==> src/rtl/uart_mmio_bridge.sv <==
// Memory-mapped UART register block: TX/RX byte FIFOs behind a data and a status register.
// Define UART_LOOPBACK_EN to route bytes launched by the TX FSM back into the RX FIFO.
module uart_mmio_bridge #(
  parameter int          FIFO_DEPTH = 4,
  parameter logic [31:0] DATA_ADDR  = 32'hbfd003f8,
  parameter logic [31:0] STAT_ADDR  = 32'hbfd003fc
) (
  input  logic        clk,
  input  logic        rst,
  input  logic [31:0] mem_addr_i,
  input  logic [31:0] mem_data_i,
  input  logic        mem_we_n_i,
  input  logic        mem_oe_n_i,
  input  logic [3:0]  mem_be_n_i,
  input  logic        mem_ce_n_i,
  input  logic        stall_i,
  output logic [31:0] uart_rdata_o,
  output logic [7:0]  tx_data_o,
  output logic        tx_start_o,
  input  logic        tx_busy_i,
  input  logic [7:0]  rx_data_i,
  input  logic        rx_ready_i,
  output logic        rx_clear_o
);

  localparam int PTR_W = $clog2(FIFO_DEPTH);
  localparam int CNT_W = PTR_W + 1;
  localparam logic [CNT_W-1:0] FULL_CNT = CNT_W'(FIFO_DEPTH);

  typedef enum logic [1:0] {TX_IDLE, TX_START, TX_GUARD} tx_state_e;

  // Request decode
  logic rd_data, rd_stat, wr_data, act;
  assign act     = ~stall_i;
  assign rd_data = ~mem_ce_n_i & ~mem_oe_n_i & (mem_addr_i == DATA_ADDR);
  assign rd_stat = ~mem_ce_n_i & ~mem_oe_n_i & (mem_addr_i == STAT_ADDR);
  assign wr_data = ~mem_ce_n_i & ~mem_we_n_i & ~mem_be_n_i[0] & (mem_addr_i == DATA_ADDR);

  logic unused_bits;
  `ifdef UART_LOOPBACK_EN
  assign unused_bits = ^{mem_data_i[31:8], mem_be_n_i[3:1], rx_data_i, rx_ready_i};
  `else
  assign unused_bits = ^{mem_data_i[31:8], mem_be_n_i[3:1]};
  `endif

  // TX FIFO and launch FSM
  logic [7:0]       tx_mem_q [FIFO_DEPTH];
  logic [7:0]       tx_mem_d [FIFO_DEPTH];
  logic [PTR_W-1:0] tx_wptr_q, tx_wptr_d, tx_rptr_q, tx_rptr_d;
  logic [CNT_W-1:0] tx_cnt_q, tx_cnt_d;
  logic [7:0]       tx_data_q, tx_data_d;
  tx_state_e        state_q, state_d;
  logic             tx_full, tx_empty, tx_push, tx_pop;
  `ifdef UART_LOOPBACK_EN
  logic             lb_push;
  `endif

  assign tx_full  = (tx_cnt_q == FULL_CNT);
  assign tx_empty = (tx_cnt_q == '0);
  assign tx_push  = wr_data & act & ~tx_full;
  assign tx_pop   = (state_q == TX_IDLE) & ~tx_empty & ~tx_busy_i;

  // NOTE: combinational blocks use blocking '=' with every output defaulted first, so no latch is inferred.
  always_comb begin
    tx_mem_d  = tx_mem_q;
    tx_wptr_d = tx_wptr_q;
    tx_rptr_d = tx_rptr_q;
    tx_cnt_d  = tx_cnt_q;
    if (tx_push) begin
      tx_mem_d[tx_wptr_q] = mem_data_i[7:0];
      tx_wptr_d           = tx_wptr_q + PTR_W'(1);
    end
    if (tx_pop) tx_rptr_d = tx_rptr_q + PTR_W'(1);
    case ({tx_push, tx_pop})
      2'b10:   tx_cnt_d = tx_cnt_q + CNT_W'(1);
      2'b01:   tx_cnt_d = tx_cnt_q - CNT_W'(1);
      default: tx_cnt_d = tx_cnt_q;
    endcase
  end

  always_comb begin
    state_d    = state_q;
    tx_data_d  = tx_data_q;
    tx_start_o = 1'b0;
    `ifdef UART_LOOPBACK_EN
    lb_push    = 1'b0;
    `endif
    case (state_q)
      TX_IDLE: begin
        if (tx_pop) begin
          state_d   = TX_START;
          tx_data_d = tx_mem_q[tx_rptr_q];
        end
      end
      TX_START: begin
        state_d = TX_GUARD;
        `ifdef UART_LOOPBACK_EN
        lb_push = 1'b1;
        `else
        tx_start_o = 1'b1;
        `endif
      end
      TX_GUARD: state_d = TX_IDLE;
      default:  state_d = TX_IDLE;
    endcase
  end

  assign tx_data_o = tx_data_q;

  // RX FIFO, fed by the receiver handshake or by the loopback path
  logic [7:0]       rx_mem_q [FIFO_DEPTH];
  logic [7:0]       rx_mem_d [FIFO_DEPTH];
  logic [PTR_W-1:0] rx_wptr_q, rx_wptr_d, rx_rptr_q, rx_rptr_d;
  logic [CNT_W-1:0] rx_cnt_q, rx_cnt_d;
  logic             rx_ovr_q, rx_ovr_d, rx_clear_q, rx_clear_d;
  logic             rx_in_valid, rx_full, rx_empty, rx_push, rx_pop;
  logic [7:0]       rx_in_byte;

  `ifdef UART_LOOPBACK_EN
  assign rx_in_valid = lb_push;
  assign rx_in_byte  = tx_data_q;
  assign rx_clear_d  = 1'b0;
  `else
  // The clear pulse blocks a second take while the receiver is still dropping its byte.
  assign rx_in_valid = rx_ready_i & ~rx_clear_q;
  assign rx_in_byte  = rx_data_i;
  assign rx_clear_d  = rx_in_valid;
  `endif

  assign rx_full  = (rx_cnt_q == FULL_CNT);
  assign rx_empty = (rx_cnt_q == '0);
  assign rx_push  = rx_in_valid & ~rx_full;
  assign rx_pop   = rd_data & act & ~rx_empty;

  always_comb begin
    rx_mem_d  = rx_mem_q;
    rx_wptr_d = rx_wptr_q;
    rx_rptr_d = rx_rptr_q;
    rx_cnt_d  = rx_cnt_q;
    rx_ovr_d  = rx_ovr_q;
    if (rx_push) begin
      rx_mem_d[rx_wptr_q] = rx_in_byte;
      rx_wptr_d           = rx_wptr_q + PTR_W'(1);
    end
    if (rx_pop) rx_rptr_d = rx_rptr_q + PTR_W'(1);
    case ({rx_push, rx_pop})
      2'b10:   rx_cnt_d = rx_cnt_q + CNT_W'(1);
      2'b01:   rx_cnt_d = rx_cnt_q - CNT_W'(1);
      default: rx_cnt_d = rx_cnt_q;
    endcase
    if (rx_in_valid & rx_full)  rx_ovr_d = 1'b1;
    else if (rd_stat & act)     rx_ovr_d = 1'b0;
  end

  assign rx_clear_o = rx_clear_q;

  always_comb begin
    uart_rdata_o = '0;
    if (rd_data && !rx_empty) uart_rdata_o = {24'b0, rx_mem_q[rx_rptr_q]};
    else if (rd_stat)         uart_rdata_o = {29'b0, rx_ovr_q, ~rx_empty, ~tx_full};
  end

  always_ff @(posedge clk) begin
    if (rst) begin
      tx_wptr_q  <= '0;
      tx_rptr_q  <= '0;
      tx_cnt_q   <= '0;
      tx_data_q  <= '0;
      state_q    <= TX_IDLE;
      rx_wptr_q  <= '0;
      rx_rptr_q  <= '0;
      rx_cnt_q   <= '0;
      rx_ovr_q   <= 1'b0;
      rx_clear_q <= 1'b0;
    end else begin
      tx_wptr_q  <= tx_wptr_d;
      tx_rptr_q  <= tx_rptr_d;
      tx_cnt_q   <= tx_cnt_d;
      tx_data_q  <= tx_data_d;
      state_q    <= state_d;
      rx_wptr_q  <= rx_wptr_d;
      rx_rptr_q  <= rx_rptr_d;
      rx_cnt_q   <= rx_cnt_d;
      rx_ovr_q   <= rx_ovr_d;
      rx_clear_q <= rx_clear_d;
    end
  end

  // NOTE: FIFO storage is deliberately not reset; the counts alone decide which entries are valid.
  always_ff @(posedge clk) begin
    tx_mem_q <= tx_mem_d;
    rx_mem_q <= rx_mem_d;
  end

endmodule

==> config.mk <==
export PLATFORM = sky130hd
export DESIGN_NAME = uart_mmio_bridge
export DESIGN_NICKNAME = d
export VERILOG_FILES = /design/src/rtl/uart_mmio_bridge.sv
export SDC_FILE = /design/constraint.sdc
export NUM_CORES = 1
export LEC_CHECK = 0
export CAP_MARGIN = 30
export CORE_AREA = 2 2 130 81
export CTS_CLUSTER_SIZE = 28
export DETAILED_ROUTE_END_ITERATION = 16
export DIE_AREA = 0 0 132 83
export PLACE_DENSITY = 0.75
export REMOVE_ABC_BUFFERS = 1
export SYNTH_ARGS = -nofsm -noshare
export SYNTH_HDL_FRONTEND = slang
export SYNTH_SLANG_ARGS = --single-unit
==> constraint.sdc <==
create_clock -name clk -period 3.1 [get_ports clk]
set_input_delay 0.62 -clock clk [delete_from_list [all_inputs] [get_ports clk]]
set_output_delay 0.62 -clock clk [all_outputs]
set_load 0.02 [all_outputs]
==> run metrics, run 1 <==
internal power 2.112 mW; initial antenna violation count 0; max-cap violation count 0; area occupied by registers 0.002442 mm2; Clock Latency Late Sink 0.33 ns; post-placement setup slack -0.4554 ns; Buffers on Ports 74; htree depth 3; post-synthesis async set-or-reset flop share 0%; area grow syn2layout 35.10%; GRT Overall Usage 14.99%; Synth Instances 289; # setup viols final 0; status finished, final reports clean; Antenna diodes 0; critical-path maximum fanout 5; Top-Level Pins 126; die area 0.01096 mm2; max_slew headroom 56.10%; Setup CP Type primary input to flop; vias in the first global route 2596; Period Utilization, post-route 96.67%; Min Clock Period, post-route 2.997 ns; R2R setup slack 0.55 ns; Clock Power Share 43.1%; TritonCTS clock tree yes; Final TNS setup 0 ns; Die H 83 um; DR iter-0 viols 166; Rows 28; YS warnings 0; top_reg_cell synth edfxtp_1; r2r startpoint tx_cnt_q[2]$_SDFFE_PP0P_; Sequential Power Share 49.7%; peak supply drop 0.3316 mV; footprint of the multi-input gates 0.001450 mm2; measured slew at the worst slew-check pin 0.6564 ns; total gr overflow 0; crit path capture type flop; register area share after synthesis 61.02%; CTS Hold Bufs 0; TritonCTS Sinks 90; clk_skew 0.009161 ns; CP arrival 3.25 ns; Worst R2R Path Depth 9; DRC 0; Nets 485; Synth top area share 48.02%; DP Wirelength 6.012 mm; Final Power 2.657 mW; Fin Hold WS 0.4520 ns; max-slew violation count 0; fillers 754; crit start category primary input; combinational share of power 7.2%; hold path start tx_data_o[7]$_SDFFE_PP0P_; Yosys cell types 42; hold worst-path end tx_data_o[7]$_SDFFE_PP0P_; core area 0.009704 mm2; via count 2539; power per cell area 491.3 mW/mm2; 1st-pass router iterations 4; layout cells sized above 1 21.57%; RD Place Congestion 0.8156; R2R Path End tx_cnt_q[2]$_SDFFE_PP0P_; Fmax 333.7 MHz; number of synthesized flops with an enable pin 64; final wirelength 7.978 mm; Worst Hold Class flop to flop; Max clock buf depth 2; CTS Buf Count 9; initial core utilization 41.25%; top cells by area, synth edfxtp_1 48%, dfxtp_1 13%, mux4_2 9.0%, buf_4 4.5%, ha_1 3.1%; largest net degree at the start of global routing 18; most common cell after layout, fill and taps aside edfxtp_1; Leakage Power 1.960 nW; clock-pin slew on the worst setup and hold paths 0.06 ns; cell taking the most area after synthesis edfxtp_1; post-route ant nets 0; Avg WL per Cell 15.08 um; synthesized area per cell 13.85 um2; Synth Register Bits 90; Die Wd 132 um; Switching Fraction 20.52%; commonest non-fill, non-tap cells in the layout 64 x edfxtp_1, 54 x clkdlybuf4s50_1, 26 x dfxtp_1; number of hold violations in the final report 0; WHS Path Cells 2; root buffer cell clkbuf_16; vias per cell 4.800; WP data required 3.35 ns; first-pass GRT wire length 12.81 mm; Mapped Area 0.004003 mm2; Final WS setup 0.1031 ns; Net Switching 0.5451 mW
-- layer usage --
metal	share of wire (%)	track usage (%)	wire, um
met5	0	0	0
met4	0.95	3.656	76
met3	6.1	4.396	486
met2	49	24.72	3907
met1	44	19.62	3507
-- cells by family (layout without fill, tap and decap cells) --
family                   count (synthesis)  after routing  synth area share (%)
XOR/XNOR                                 7              7                 1.532
adder cells (fa/ha/maj)                 12             12                 4.126
flip-flops                              90             90                 61.02
other                                    1             24               0.09369
buffers and inverters                   46            128                 6.627
AO/OA/AOI/OAI                           23             23                 3.220
multiplexers                            19             19                 9.816
AND/OR/NAND/NOR                         91             91                 13.57
-- layout make-up --
type	count	share of cell area, %
Timing Repair Buffer	99	18.16
Inverter	13	0.9024
Sequential cell	90	45.16
Clock buffer	9	4.165
Tap cell	135	3.124
Clock inverter	7	1.666
Multi-Input combinational cell	176	26.82
-- flip-flops by register name (all words and copies together) (netlist names) --
signal and cells:
rx_clear_o 1, rx_cnt_q 3, rx_mem_q 32, rx_ovr_q 1, rx_rptr_q 2, rx_wptr_q 2, state_q 2, tx_cnt_q 3
tx_data_o 8, tx_mem_q 32, tx_rptr_q 2, tx_wptr_q 2
-- critical path: stages --
cell and delay [ns]:
dlymetal6s2s_1 0.13, or4b_4 0.53, nor4_4 0.33, nand3_2 0.11
buf_6 0.15, nor2_4 0.09, ha_2 0.19, inv_2 0.05
fa_2 0.37, xor2_2 0.19, or3_1 0.38, a21oi_2 0.11
-- stage by stage --
step	std cells	util (%)	instance area, um2
3_3_place_gp	511	51.57	5005
6_report	529	55.72	5408
4_1_cts	527	55.00	5338
5_1_grt	529	55.72	5408
2_1_floorplan	279	-	3872
3_5_place_dp	511	51.57	5005
-- Yosys cell counts (4+ instances only) --
cell type	n
nand2_1	17
mux4_2	16
nor2_1	19
nor3_1	6
xor2_1	4
buf_4	24
a21oi_1	16
edfxtp_1	64
nand4_1	5
inv_1	12
nor2b_1	9
dfxtp_1	26
clkbuf_1	5
nand3_1	4
ha_1	10
and2_1	8
-- power by group through the flow --
stage,registers (mW),clock network [mW],logic (mW)
2_1_floorplan,1.35,0,0.0750
3_3_place_gp,1.35,0,0.181
3_5_place_dp,1.35,0,0.189
4_1_cts,1.32,1.16,0.190
5_1_grt,1.32,1.21,0.208
6_report,1.32,1.14,0.191
-- worst max path at each step --
stage	slack [ns]	start	endpoint
2_1_floorplan	0.08	mem_ce_n_i	rx_cnt_q[2]$_SDFFE_PP0P_
3_3_place_gp	-0.40	mem_addr_i[19]	rx_cnt_q[2]$_SDFFE_PP0P_
3_5_place_dp	-0.46	mem_ce_n_i	rx_cnt_q[2]$_SDFFE_PP0P_
4_1_cts	-0.02	mem_addr_i[0]	uart_rdata_o[0]
5_1_grt	-0.0006	mem_addr_i[0]	rx_cnt_q[2]$_SDFFE_PP0P_
6_report	0.10	mem_addr_i[0]	rx_cnt_q[2]$_SDFFE_PP0P_
-- what timing repair did --
action | CTS | global route
setup endpoints to repair | 9 | 9
pin swaps | 2 | 14
buffers inserted | 0 | 2
gates resized for setup | 32 | 27
(Power assumes the default switching activity.)
==> run 2, diff against run 1 <==
Settings changed: CTS_CLUSTER_DIAMETER from default to 150.
==> results of run 2 <==
The final DEF is identical to that of run 1; final timing and power are the same.
